File: config.mk
export PLATFORM = sky130hd
export DESIGN_NAME = seg_scan_driver
export DESIGN_NICKNAME = d
export VERILOG_FILES = /design/src/rtl/seg_scan_driver.sv
export SDC_FILE = /design/constraint.sdc
export NUM_CORES = 1
export LEC_CHECK = 0
export CAP_MARGIN = 20
export CORE_MARGIN = 2
export CORE_UTILIZATION = 35
export DETAILED_ROUTE_END_ITERATION = 8
export SLEW_MARGIN = 0
export SYNTH_ARGS = -nofsm -noshare
export SYNTH_HDL_FRONTEND = slang
export SYNTH_SLANG_ARGS = --single-unit
File: constraint.sdc
create_clock -name clk_i -period 4.1 [get_ports clk_i]
set_input_delay 0.82 -clock clk_i [delete_from_list [all_inputs] [get_ports clk_i]]
set_output_delay 0.82 -clock clk_i [all_outputs]
set_load 0.05 [all_outputs]
File: src/rtl/seg_scan_driver.sv
// Multiplexed hex 7-segment scanner with per-digit DP, enable mask, leading-zero blanking,
// 16-level PWM brightness and a frame-synchronous double-buffered load.
module seg_scan_driver #(
   parameter int unsigned DIGITS        = 8,
   parameter int unsigned SCAN_DIV      = 100_000,
   parameter bit          BLANK_LEADING = 1'b1
) (
   input  logic                  clk_i,
   input  logic                  rst_ni,
   input  logic [4*DIGITS-1:0]   data_i,
   input  logic [DIGITS-1:0]     dp_i,
   input  logic [DIGITS-1:0]     en_i,
   input  logic                  load_i,
   input  logic [3:0]            bright_i,
   output logic [7:0]            seg_o,
   output logic [DIGITS-1:0]     an_o
);

   localparam int unsigned SlotW = $clog2(SCAN_DIV);
   localparam int unsigned IdxW  = (DIGITS > 1) ? $clog2(DIGITS) : 1;

   logic [SlotW-1:0]    slot_q, slot_d;
   logic [IdxW-1:0]     idx_q, idx_d;
   logic [4*DIGITS-1:0] shd_data_q, shd_data_d, act_data_q, act_data_d;
   logic [DIGITS-1:0]   shd_dp_q, shd_dp_d, act_dp_q, act_dp_d;
   logic                pend_q, pend_d;
   logic [7:0]          seg_q, seg_d;
   logic [DIGITS-1:0]   an_q, an_d;

   logic                wrap, frame_start, run, cur_dp, cur_blank, cur_en, lit;
   logic [DIGITS-1:0]   blank;
   logic [3:0]          cur_nib;
   logic [7:0]          pat;

   // Scan counters and double-buffered load
   always_comb begin
      wrap        = (slot_q == SlotW'(SCAN_DIV - 1));
      frame_start = wrap && (idx_q == IdxW'(DIGITS - 1));
      slot_d      = wrap ? '0 : slot_q + 1'b1;
      idx_d       = idx_q;
      if (wrap) idx_d = frame_start ? '0 : idx_q + 1'b1;

      shd_data_d = shd_data_q;
      shd_dp_d   = shd_dp_q;
      act_data_d = act_data_q;
      act_dp_d   = act_dp_q;
      pend_d     = pend_q;
      // Frame start copies the old shadow; a coincident load lands in shadow for next frame.
      if (frame_start && pend_q) begin
         act_data_d = shd_data_q;
         act_dp_d   = shd_dp_q;
         pend_d     = 1'b0;
      end
      if (load_i) begin
         shd_data_d = data_i;
         shd_dp_d   = dp_i;
         pend_d     = 1'b1;
      end
   end

   // Leading-zero blanking: a digit blanks while it and everything above it is 0 with no DP
   always_comb begin
      run   = 1'b1;
      blank = '0;
      for (int i = int'(DIGITS) - 1; i >= 0; i--) begin
         run      = run && (act_data_q[4*i +: 4] == 4'h0) && !act_dp_q[i];
         blank[i] = BLANK_LEADING && (i != 0) && run;
      end
   end

   always_comb begin
      cur_nib   = 4'h0;
      cur_dp    = 1'b0;
      cur_blank = 1'b1;
      cur_en    = 1'b0;
      for (int i = 0; i < int'(DIGITS); i++) begin
         if (idx_q == IdxW'(i)) begin
            cur_nib   = act_data_q[4*i +: 4];
            cur_dp    = act_dp_q[i];
            cur_blank = blank[i];
            cur_en    = en_i[i];
         end
      end

      unique case (cur_nib)
         4'h0: pat = 8'hC0;
         4'h1: pat = 8'hF9;
         4'h2: pat = 8'hA4;
         4'h3: pat = 8'hB0;
         4'h4: pat = 8'h99;
         4'h5: pat = 8'h92;
         4'h6: pat = 8'h82;
         4'h7: pat = 8'hF8;
         4'h8: pat = 8'h80;
         4'h9: pat = 8'h98;
         4'hA: pat = 8'h88;
         4'hB: pat = 8'h83;
         4'hC: pat = 8'hC6;
         4'hD: pat = 8'hA1;
         4'hE: pat = 8'h86;
         default: pat = 8'h8E;
      endcase

      lit   = cur_en && !cur_blank && (slot_q[3:0] <= bright_i);
      seg_d = lit ? (pat & ~{cur_dp, 7'b0}) : 8'hFF;
      an_d  = '1;
      for (int i = 0; i < int'(DIGITS); i++) begin
         if (lit && (idx_q == IdxW'(i))) an_d[i] = 1'b0;
      end
   end

   always_ff @(posedge clk_i or negedge rst_ni) begin
      if (!rst_ni) begin
         slot_q     <= '0;
         idx_q      <= '0;
         shd_data_q <= '0;
         shd_dp_q   <= '0;
         act_data_q <= '0;
         act_dp_q   <= '0;
         pend_q     <= 1'b0;
         seg_q      <= 8'hFF;
         an_q       <= '1;
      end else begin
         slot_q     <= slot_d;
         idx_q      <= idx_d;
         shd_data_q <= shd_data_d;
         shd_dp_q   <= shd_dp_d;
         act_data_q <= act_data_d;
         act_dp_q   <= act_dp_d;
         pend_q     <= pend_d;
         seg_q      <= seg_d;
         an_q       <= an_d;
      end
   end

   assign seg_o = seg_q;
   assign an_o  = an_q;

endmodule

==> results of run 1 <==
## path summary, 6_finish.rpt
check                                             end  slack (ps)  depth (start not counted)
setup / recovery                   seg_o[1]$_DFF_PN1_         740                         12
hold / removal                    slot_q[0]$_DFF_PN0_         490                          1
setup reg to reg                   seg_o[1]$_DFF_PN1_         740                         12
hold reg to reg                   slot_q[0]$_DFF_PN0_         490                          1
max in group asynchronous  act_data_q[30]$_DFFE_PN0P_        2840                          2
min in group asynchronous  shd_data_q[10]$_DFFE_PN0P_         510                          1
## cells by family after synthesis
| kind of cell | Yosys count | synth area share (%) |
|---|---|---|
| AO/OA/AOI/OAI | 69 | 8.88 |
| XOR/XNOR | 16 | 2.54 |
| adder cells (fa/ha/maj) | 16 | 3.62 |
| buffers and inverters | 49 | 4.05 |
| flip-flops | 117 | 53.4 |
| multiplexers | 84 | 17.3 |
| AND/OR/NAND/NOR | 110 | 10.3 |
## layout make-up
| class | count | share of cell area (%) |
|---|---|---|
| Sequential cell | 117 | 42.1 |
| Multi-Input combinational cell | 295 | 33.7 |
| Clock buffer | 23 | 6.68 |
| Inverter | 23 | 1.23 |
| Tap cell | 211 | 3.77 |
| Timing Repair Buffer | 76 | 10.7 |
| Clock inverter | 9 | 1.80 |
## metal layers
metal / GRT usage (%) / up-vias / share of wire, %
met3: 4.42 / 19 / 4.7
met5: 0 / - / 0
met4: 6.01 / 0 / 1.5
li1: - / 1803 / -
met2: 24.0 / 109 / 48
met1: 20.7 / 1868 / 45
## power groups by stage
stage / clock (mW) / sequential [mW] / combinational (mW)
floorplan: 0 / 1.25 / 0.0581
global placement: 0 / 1.25 / 0.165
detailed placement: 0 / 1.25 / 0.169
global route: 1.57 / 1.23 / 0.181
finish: 1.48 / 1.23 / 0.165
CTS: 1.52 / 1.23 / 0.170
## cells in the mapped netlist (8+ instances only)
master	number
dfrtp_1	101
inv_1	23
dfstp_2	16
nand3_1	18
nor3_1	8
o21ai_0	14
clkbuf_1	18
a21oi_1	13
nor2_1	22
ha_1	16
xor2_1	9
mux2_2	76
nand2_1	26
## per-stage QoR
step,instance area (um2),util (%)
2_1_floorplan,5530,-
3_3_place_gp,6410,41.9
3_5_place_dp,6410,41.9
4_1_cts,7000,45.7
5_1_grt,7000,45.7
6_report,7000,45.7
## sequential cells by signal (all words and copies together), names as in the netlist
name	flops
idx_q	3
seg_o	8
pend_q	1
act_dp_q	8
act_data_q	32
shd_data_q	32
slot_q	17
shd_dp_q	8
an_o	8
==> impl_metrics.csv, run 1 <==
group,metric,value,unit
drt,dr_total_vias,3799,
cells_and_area,final_cell_mix,"dfrtp_1 (101), mux2_2 (76), clkdlybuf4s50_1 (68)",
yosys,yosysUniqueCellTypes,54,
setup_path,setup.worst_path.start,"idx_q[2]$_DFFE_PN0P_",
cells_and_area,post_route_cells_drive_above_1_share,24.9,%
clocking,clock_latency,410,ps
placed_design,dp_cells,722,
yosys,yosys.area.top_type,"dfrtp_1",
setup_path,crit_chain,"inv_1 > ha_1 > inv_1 > nand2_1 > o22ai_1 > o311ai_0 > buf_4 > inv_1 > ha_1 > o21ai_0 > o31a_1 > o211ai_1",
setup_path,cp-end-kind,"flop",
drt,vias_per_cell,5.04,
power_and_ir_drop,powerDensity,411,nW/um2
clocking,cts.sinks,117,
yosys,synth-seq-cells,117,
clocking,clock_path_buffers,2,
drt,wirelength,12100,um
sta,finalSetupTns,0,ps
floorplanning,fp.dieArea,16800,um2
yosys,netlist_instances,461,
power_and_ir_drop,p_comb_share,5.7,%
flow_run,cap_viol_max_count,0,
clocking,htreeDepth,4,
drt,wl_per_cell,16.1,um
placed_design,dp_hpwl,8620,um
yosys,synth_async_sr_flop_share,100,%
floorplanning,initial_core_util,36.1,%
cells_and_area,final_common_cell,"dfrtp_1",
global_route,antenna_found_initial,0,
placed_design,place_ws,799,ps
yosys,yosys_most_used_dff,"dfrtp_1",
power_and_ir_drop,switchingPower,0.595,mW
cells_and_area,num-nets-final,601,
floorplanning,io_pins,71,
drt,ant_nets,0,
cells_and_area,final_cells,754,
yosys,synthesis.area,5530,um2
global_route,grt_pass1_wl,19900,um
sta,fmaxAchievable,0.298,GHz
clocking,cts-buffers-inserted,17,
power_and_ir_drop,clockPowerShare,51.6,%
power_and_ir_drop,power.share.sequential,42.7,%
power_and_ir_drop,irDropWorstVdd,285,uV
power_and_ir_drop,p_leak,3.05,nW
yosys,synth_area_per_cell,12.0,um2
yosys,synthTopCellsByArea,"dfrtp_1 (46%), mux2_2 (15%), dfstp_2 (7.6%), ha_1 (3.6%), nand2_1 (1.8%)",
sta,final-setup-viol-count,0,
global_route,first_global_vias,3806,
power_and_ir_drop,finalPower,2.88,mW
yosys,syn_nets,532,
cells_and_area,area_growth,26.8,%
sta,finalWorstSetupSlack,742,ps
placed_design,gp_congestion,0.854,
setup_path,cp_slowest_cell,"dfrtp_1",
sta,finalCritPeriodShare,81.9,%
floorplanning,fp.dieW,130,um
cells_and_area,register_area,2950,um2
placed_design,portBuffers,70,
global_route,grt_overflow,0,
sta,whs,489,ps
clocking,clk_pin_slew_worst_paths,50,ps
setup_path,path_max_fanout,18,
floorplanning,die_y,130,um
yosys,synth-edff-count,0,
sta,rsz0062_at_grt,"false",
cells_and_area,n_antenna_cell,0,
sta,skew,11.2,ps
run_status,outcome,"completed",
yosys,yosys_warnings,0,
sta,min_period,3360,ps
drt,drtPass1Iterations,5,
setup_path,crit_family,"compound AO/OA/AOI/OAI gates",
sta,drv_slew,0,
drt,post-route-drc-count,0,
setup_path,crit_type,"flop to flop",
global_route,grt_max_degree,67,
clocking,holdBufCountCts,0,
yosys,synth.top_cell.area_share,45.7,%
global_route,grt_usage,15.5,%
power_and_ir_drop,p_int,2.28,mW
clocking,clock-root-buffer,"clkbuf_16",
sta,max_slew_margin,38.4,%
sta,hold_viol_final,0,
clocking,cts_setup_buffers,0,
clocking,cts_tree,"done",
yosys,synth_sequential_area_ratio,53.4,%
floorplanning,rows,45,
sta,max_slew.worst_pin.slew,924,ps
setup_path,worst_setup_path_start_kind,"flop",
drt,drt_iter0_markers,219,
setup_path,arrival,3690,ps
setup_path,crit_top_cell,"inv_1",
power_and_ir_drop,netSwitchingFraction,20.7,%
min_path,hp-start,"slot_q[0]$_DFF_PN0_",
setup_path,critPathMaxStageDelay,570,ps
min_path,hp-class,"flop to flop",
cells_and_area,multi_input_area,2360,um2
setup_path,worst_r2r_startpoint,"idx_q[2]$_DFFE_PN0P_",
cells_and_area,num-fill-cells,1440,
setup_path,path_buf_inv,4,
floorplanning,design.core.area,15300,um2
setup_path,cp.required,4430,ps
clocking,post_cts_resized,0,
Note: power is estimated with default switching activity, not from simulation.
==> inputs of run 2 (changes only) <==
==> constraint.sdc (replaced) <==
create_clock -name clk_i -period 3.4 [get_ports clk_i]
set_input_delay 0.68 -clock clk_i [delete_from_list [all_inputs] [get_ports clk_i]]
set_output_delay 0.68 -clock clk_i [all_outputs]
set_load 0.05 [all_outputs]
==> run 2 against run 1 <==
  * Critical path type unchanged
  * Power up 18%
  * Sequential cell count unchanged
  * Register-to-register slack worse by 430 ps
  * Non-clock buffer count up 7
  * Maximum frequency up 8.8%
  * Highest routed layer unchanged
  * Largest power group unchanged
==> impl_metrics.csv, run 2 (synthesis gave the netlist of run 1 again) <==
group,metric,value,unit
run_status,outcome,"completed",
floorplanning,io_pins,71,
floorplanning,rows,45,
power_and_ir_drop,p_leak,3.07,nW
clocking,clock-root-buffer,"clkbuf_16",
power_and_ir_drop,finalPower,3.38,mW
sta,hold_viol_final,0,
setup_path,crit_chain,"inv_1 > ha_1 > nor2b_1 > nor3b_1 > a2111oi_0 > a21oi_1 > o41ai_2 > buf_4 > o221ai_1",
sta,fmaxAchievable,0.324,GHz
sta,max_slew.worst_pin.slew,971,ps
sta,finalCritPeriodShare,90.8,%
placed_design,portBuffers,70,
drt,vias_per_cell,5.10,
sta,finalSetupTns,0,ps
clocking,clock_latency,410,ps
setup_path,cp-end-kind,"flop",
sta,drv_slew,0,
sta,rsz0062_at_grt,"false",
global_route,grt_max_degree,67,
setup_path,crit_type,"flop to flop",
setup_path,cp.required,3710,ps
global_route,grt_usage,16.0,%
setup_path,critPathMaxStageDelay,660,ps
cells_and_area,final_cell_mix,"dfrtp_1 (101), mux2_2 (76), clkdlybuf4s50_1 (68)",
clocking,cts-buffers-inserted,17,
setup_path,path_buf_inv,2,
clocking,htreeDepth,4,
clocking,post_cts_resized,0,
setup_path,worst_setup_path_start_kind,"flop",
cells_and_area,num-nets-final,608,
drt,drtPass1Iterations,4,
drt,ant_nets,0,
sta,min_period,3090,ps
global_route,antenna_found_initial,0,
floorplanning,design.core.area,15300,um2
placed_design,dp_hpwl,8940,um
global_route,grt_pass1_wl,20600,um
floorplanning,fp.dieArea,16800,um2
sta,max_slew_margin,35.3,%
drt,wl_per_cell,16.4,um
cells_and_area,final_common_cell,"dfrtp_1",
clocking,cts_tree,"done",
cells_and_area,num-fill-cells,1440,
flow_run,cap_viol_max_count,0,
cells_and_area,post_route_cells_drive_above_1_share,25.6,%
setup_path,arrival,3400,ps
drt,dr_total_vias,3864,
drt,wirelength,12400,um
cells_and_area,area_growth,27.2,%
cells_and_area,top_regs,"act_data_q x32, shd_data_q x32, slot_q x17",
global_route,first_global_vias,4022,
cells_and_area,n_antenna_cell,0,
floorplanning,initial_core_util,36.1,%
clocking,holdBufCountCts,0,
global_route,grt_overflow,0,
drt,post-route-drc-count,0,
setup_path,cp_slowest_cell,"ha_1",
power_and_ir_drop,powerDensity,481,nW/um2
min_path,hp-class,"input pin to async pin",
clocking,clk_pin_slew_worst_paths,50,ps
floorplanning,fp.dieW,130,um
sta,skew,9.61,ps
drt,drt_iter0_markers,224,
placed_design,gp_congestion,0.955,
setup_path,crit_family,"compound AO/OA/AOI/OAI gates",
clocking,cts.sinks,117,
floorplanning,die_y,130,um
power_and_ir_drop,irDropWorstVdd,341,uV
clocking,cts_setup_buffers,0,
clocking,clock_path_buffers,2,
sta,final-setup-viol-count,0,
setup_path,path_max_fanout,23,
==> run 2: layer usage <==
layer	routed length, um	GRT usage (%)
met5	0	0
met3	541	4.83
met4	191	5.25
met2	5950	25.7
met1	5700	20.7
==> run 2: report_power, final <==
group	leakage, nW	internal [mW]	switching [mW]	total (mW)
combinational	1.32	0.113	0.0863	0.200
clock	0.281	1.13	0.568	1.70
sequential	1.47	1.45	0.0289	1.48
total	3.07	2.70	0.684	3.38
==> run 2: cell type report <==
type	count	area, um2	area share [%]
sequential	117	2950	42.0
timing repair buffer	83	803	11.4
clock buffer	23	488	6.95
multi-input combinational	295	2360	33.6
tap	211	264	3.76
inverter	23	86.3	1.23
clock inverter	5	75.1	1.07
==> run 2: worst register-to-register path: cells and delay by family (launching register included) <==
family,cells,cell delay (ps)
AO/OA/AOI/OAI,4,1190
adder cells (fa/ha/maj),1,660
AND/OR/NAND/NOR,2,410
flip-flops,1,400
buffers and inverters,2,340
==> run 2: metrics by stage <==
step / hold WS, ps / cell area (um2) / setup slack (ps) / cells / utilization [%]
finish: 308 / 7030 / 313 / 757 / 45.9
global route: 362 / 7030 / 99.8 / 757 / 45.9
CTS: 331 / 7030 / 317 / 757 / 45.9
detailed placement: 490 / 6460 / 356 / 729 / 42.2
global placement: 481 / 6460 / 439 / 729 / 42.2
floorplan: 384 / 5530 / 244 / 461 / -
==> run 2: worst paths after layout <==
path	depth (start not counted)	endpoint	slack, ps	from
max	9	seg_o[2]$_DFF_PN1_	310	idx_q[1]$_DFFE_PN0P_
min	1	shd_data_q[11]$_DFFE_PN0P_	310	rst_ni
max reg2reg	9	seg_o[2]$_DFF_PN1_	310	idx_q[1]$_DFFE_PN0P_
min reg2reg	1	slot_q[14]$_DFF_PN0_	500	slot_q[14]$_DFF_PN0_
max in group asynchronous	2	shd_data_q[23]$_DFFE_PN0P_	2300	rst_ni
min in group clk_i	1	slot_q[14]$_DFF_PN0_	500	slot_q[14]$_DFF_PN0_
